**config.mk**
```make
export PLATFORM = sky130hd
export DESIGN_NAME = min_func_sweeper
export DESIGN_NICKNAME = d
export VERILOG_FILES = /design/src/rtl/min_func_sweeper.sv
export SDC_FILE = /design/constraint.sdc
export NUM_CORES = 1
export LEC_CHECK = 0
export ABC_CLOCK_PERIOD_IN_PS = 2200
export CORE_AREA = 2 2 53 55
export CTS_CLUSTER_DIAMETER = 100
export DETAILED_ROUTE_END_ITERATION = 16
export DIE_AREA = 0 0 55 57
export GPL_ROUTABILITY_DRIVEN = 0
export HOLD_SLACK_MARGIN = 0.03
export PLACE_DENSITY_LB_ADDON = 0.15
export SETUP_SLACK_MARGIN = 0.3
export SKIP_LAST_GASP = 1
export SLEW_MARGIN = 25
export SYNTH_ARGS = -nofsm -noshare
export SYNTH_HDL_FRONTEND = slang
export SYNTH_SLANG_ARGS = --single-unit
```
**constraint.sdc**
```tcl
create_clock -name clk -period 2.2 [get_ports clk]
set_clock_uncertainty 0.2 [all_clocks]
set_input_delay 0.33 -clock clk [delete_from_list [all_inputs] [get_ports clk]]
set_output_delay 0.33 -clock clk [all_outputs]
set_load 0.02 [all_outputs]
```
**src/rtl/min_func_sweeper.sv**
```systemverilog
// Sweeps the 4-in/2-out minimized function unit over a code range [lo, hi],
// streaming each result and counting o1/o0 hits. Optional hold input under MIN_SWEEP_HOLD_EN.

module min_func_unit (
  input  logic [3:0] i,
  output logic       o1,
  output logic       o0
);

  assign o1 = ~i[0];
  assign o0 = i[0] & ~(i[1] & i[3]);

endmodule

module min_func_sweeper (
  input  logic       clk,
  input  logic       rst_b,
`ifdef MIN_SWEEP_HOLD_EN
  input  logic       hold,
`endif
  input  logic       start,
  input  logic [3:0] lo,
  input  logic [3:0] hi,
  output logic       busy,
  output logic       valid,
  output logic [3:0] code,
  output logic       o1,
  output logic       o0,
  output logic [4:0] cnt1,
  output logic [4:0] cnt0,
  output logic       done,
  output logic       err
);

  localparam int CODE_W = 4;
  localparam int CNT_W  = 5;

  typedef enum logic [1:0] {
    S_IDLE,
    S_RUN,
    S_DONE
  } state_t;

  state_t              state_q, state_d;
  logic [CODE_W-1:0]   code_q,  code_d;
  logic [CODE_W-1:0]   hi_q,    hi_d;
  logic [CNT_W-1:0]    cnt1_q,  cnt1_d;
  logic [CNT_W-1:0]    cnt0_q,  cnt0_d;
  logic                err_q,   err_d;
  logic                hold_w;
  logic                fu_o1, fu_o0;

`ifdef MIN_SWEEP_HOLD_EN
  assign hold_w = hold;
`else
  assign hold_w = 1'b0;
`endif

  min_func_unit u_fu (
    .i  (code_q),
    .o1 (fu_o1),
    .o0 (fu_o0)
  );

  always_comb begin
    // NOTE: every signal gets a default first so no path leaves it unassigned (no latch).
    state_d = state_q;
    code_d  = code_q;
    hi_d    = hi_q;
    cnt1_d  = cnt1_q;
    cnt0_d  = cnt0_q;
    err_d   = err_q;

    unique case (state_q)
      S_IDLE: begin
        if (start) begin
          cnt1_d = '0;
          cnt0_d = '0;
          if (lo <= hi) begin
            code_d  = lo;
            hi_d    = hi;
            err_d   = 1'b0;
            state_d = S_RUN;
          end else begin
            err_d   = 1'b1;
            state_d = S_DONE;
          end
        end
      end
      S_RUN: begin
        if (!hold_w) begin
          cnt1_d = cnt1_q + CNT_W'(fu_o1);
          cnt0_d = cnt0_q + CNT_W'(fu_o0);
          // Ending on the compare keeps hi=15 from wrapping code back to 0.
          if (code_q == hi_q) state_d = S_DONE;
          else                code_d  = code_q + CODE_W'(1);
        end
      end
      S_DONE:  state_d = S_IDLE;
      default: state_d = S_IDLE;
    endcase
  end

  always_ff @(posedge clk) begin
    // NOTE: sequential state uses non-blocking assignments so all flops update together.
    if (!rst_b) begin
      state_q <= S_IDLE;
      code_q  <= '0;
      hi_q    <= '0;
      cnt1_q  <= '0;
      cnt0_q  <= '0;
      err_q   <= 1'b0;
    end else begin
      state_q <= state_d;
      code_q  <= code_d;
      hi_q    <= hi_d;
      cnt1_q  <= cnt1_d;
      cnt0_q  <= cnt0_d;
      err_q   <= err_d;
    end
  end

  assign busy  = (state_q != S_IDLE);
  assign valid = (state_q == S_RUN) && !hold_w;
  assign done  = (state_q == S_DONE);
  assign code  = code_q;
  assign o1    = fu_o1;
  assign o0    = fu_o0;
  assign cnt1  = cnt1_q;
  assign cnt0  = cnt0_q;
  assign err   = err_q;

endmodule
```
==> run metrics <==
TritonCTS Sinks=21; arrival time at the worst endpoint=1.35 ns; Tot GR Track Use=20.9%; detailed-route DRC error count=0; hold-fix buffer count after cts=0; most used flip-flop cell after synthesis=sky130_fd_sc_hd__dfxtp_1; setup-violating endpoint count in the final report=0; H-tree lvl count=1; top cell family by delay on the critical path=buffers and inverters; share of synthesized area occupied by flip-flops and latches=a little under two fifths; floorplan die area=3140 µm²; placed wire-length estimate after detailed placement=2.04 mm; largest fanout on the critical path=4; Crit path largest cell delay=0.44 ns; commonest cells in the synthesized netlist=sky130_fd_sc_hd__dfxtp_1 (21), sky130_fd_sc_hd__nor2_1 (16), sky130_fd_sc_hd__a21oi_1 (13); Chip Height=57 µm; routed len/inst=14.3 µm; Via Count=approximately 1100; Clock Tree Root=sky130_fd_sc_hd__clkbuf_4; leading cell type by number of instances after synthesis=sky130_fd_sc_hd__dfxtp_1; number of core rows=19; summed instance area of the synthesized netlist=1130 µm²; routed wire length=between 2 and 3 mm; number of nets with antenna violations after detailed routing=0; instance area at placement=1540 µm²; maximum vdd drop=0.414 mV; TritonCTS clock tree=yes; share of final-layout standard cells stronger than drive strength 1=roughly 23%; Synth area leader=sky130_fd_sc_hd__dfxtp_1; P_leak=about 0.76 nW; largest cells by area after synthesis=sky130_fd_sc_hd__dfxtp_1 (37%), sky130_fd_sc_hd__ha_1 (9.9%), sky130_fd_sc_hd__a21oi_1 (5.7%), sky130_fd_sc_hd__nor2_1 (5.3%), sky130_fd_sc_hd__xnor2_1 (3.9%); count of port buffers added during placement=30; type of the worst setup path=reg2out; post-layout instance area=around 1600 µm²; CTS Buf Count=3; Post-synth ARST share=0%; Initial DRC Count=59; max-slew violations=0; initial antenna violation count=0; pin count of the biggest net entering global routing=16; count of boundary I/O pins=31; via/cell ratio=about 5.5; count of inserted antenna diode cells=0; maximum clock frequency=0.533 GHz; Die W=55 µm; number of hold violations in the final report=0; number of enable-type register cells in the synthesized netlist=0; global-route wire length before repair=4.86 mm; crit path capture type=output pin; Clock Pin Slew Worst Setup and Hold Paths=0.12 ns; fraction of post-synthesis cell area in the top cell type by area=37.0%; synthesized netlist net count=about 160; number of cells traversed by the worst register-to-register path=5; maximum clock path buffer count=2; launching point of the worst reg2reg path=code[2]$_SDFFE_PN0P_; final critical-path setup slack=0.323 ns; setup repair after global routing missed its margin=yes; area added between synthesis and finish=44.4%; net total in the final layout=197; GR Overflow Total=0; first-pass iteration count of the detailed router=4; Syn Area/Cell=8.41 µm²; setup slack of the most critical reg-to-reg path=0.41 ns; Period Utilization, post-route=between 80 and 90%; result of the run=finished clean; areal power density over the cells=around 630 nW/µm²; final core utilization=62.7%; Synthesis Warnings=0; worst min path class=in2reg; Worst path slowest cell=sky130_fd_sc_hd__dfxtp_1; Max-Cap Viols=0; minimum hold slack=0.125 ns; worst-skew pair later-pin latency=0.30 ns; register bit count reported by yosys=21; total buffers and inverters traversed by the critical path=2; worst path cell trace=nor2_1, inv_1, dlygate4sd2_1; CP Depth=3; Startpoint Class=flop; vias in the first global route=1085; count of cell types in the netlist=34; Final min period=around 1.9 ns; relative max-transition margin=around 66%; capturing point of the worst reg2reg path=code[3]$_SDFFE_PN0P_; sum of internal, switching and leakage power=1.03 mW; core area=2620 µm²; Data required, critical path=1.67 ns; Slew @ Worst Pin=0.507 ns; cell count after synthesis=135; placement-stage worst setup slack=-0.421 ns; Critical Path Sink=busy; effective utilization at floorplan=43.4%; beginning of the critical path=state_q[0]$_SDFFE_PN0P_
## worst register-to-register path, cell delays in order (launching register included)
cell and delay [ns]:
sky130_fd_sc_hd__dfxtp_1 0.46, sky130_fd_sc_hd__xnor2_1 0.13, sky130_fd_sc_hd__a41oi_2 0.22, sky130_fd_sc_hd__nor2_2 0.08, sky130_fd_sc_hd__or4_1 0.50, sky130_fd_sc_hd__a21oi_1 0.14
## layout make-up
| class | count | area [µm²] |
|---|---|---|
| Timing Repair Buffer | 41 | 364 |
| Inverter | 8 | 32.5 |
| Tap cell | 31 | 38.8 |
| Clock inverter | 1 | 5.00 |
| Multi-Input combinational cell | 102 | 752 |
| Fill cell | 237 | 976 |
| Sequential cell | 21 | 424 |
| Clock buffer | 3 | 22.5 |
## how the worst min path moves through the flow
stage,from,cells after the start,to
2_1_floorplan,rst_b,1,code[0]$_SDFFE_PN0P_
3_3_place_gp,err$_SDFFE_PN0P_,2,err$_SDFFE_PN0P_
3_5_place_dp,err$_SDFFE_PN0P_,2,err$_SDFFE_PN0P_
4_1_cts,hi[1],3,hi_q[1]$_SDFFE_PN0P_
5_1_grt,hi[1],3,hi_q[1]$_SDFFE_PN0P_
6_report,hi[1],3,hi_q[1]$_SDFFE_PN0P_
## metal layers
metal  wire length [µm]  GRT usage [%]  vias up
met2               1380           32.1       35
met1               1390           31.0      543
met5                  0              0        -
li1                   -              -      563
met3                158           2.36        6
met4                 44           5.23        0
## registers in the layout, summed over array words and instances, names as in the netlist
register / count
cnt1: 5
hi_q: 4
err: 1
cnt0: 5
code: 4
state_q: 2
## timing repair
action | 4_1_cts | 5_1_grt
gates resized for setup | 37 | 12
pin swaps | 7 | 2
buffers inserted | 2 | 1
setup endpoints to repair | 20 | 15
## cells by family (layout without fill, tap and decap cells)
logic type,after synthesis,after routing,synth area share [%]
adders and majority gates,9,9,9.92
DFF,21,21,37.0
buffers and inverters,12,53,4.85
xor gates and xnor gates,9,9,6.95
AOI/OAI and AO/OA,34,34,19.8
and+or+nand+nor,50,50,21.4
## per-stage QoR
step	instances	setup TNS, ns
floorplan	135	0
global placement	200	-2.31
detailed placement	200	-2.61
CTS	206	0
global route	207	0
finish	207	0
## layout by cell type, fill, tap and decap left out, types with 7 or more instances in the layout
master / n
sky130_fd_sc_hd__clkdlybuf4s50_1: 9
sky130_fd_sc_hd__dfxtp_1: 18
sky130_fd_sc_hd__nor2_1: 16
sky130_fd_sc_hd__dlygate4sd2_1: 13
sky130_fd_sc_hd__nand3_1: 7
sky130_fd_sc_hd__a21oi_1: 10
sky130_fd_sc_hd__buf_4: 11
sky130_fd_sc_hd__nand2_1: 8
## power breakdown
part	total (mW)	leakage, nW	switching [mW]	internal, mW
Clock	0.192	0.0177	0.124	0.0678
Combinational	0.386	0.566	0.215	0.170
Sequential	0.450	0.172	0.0399	0.410
Total	1.03	0.756	0.380	0.648
(Power assumes the default switching activity.)
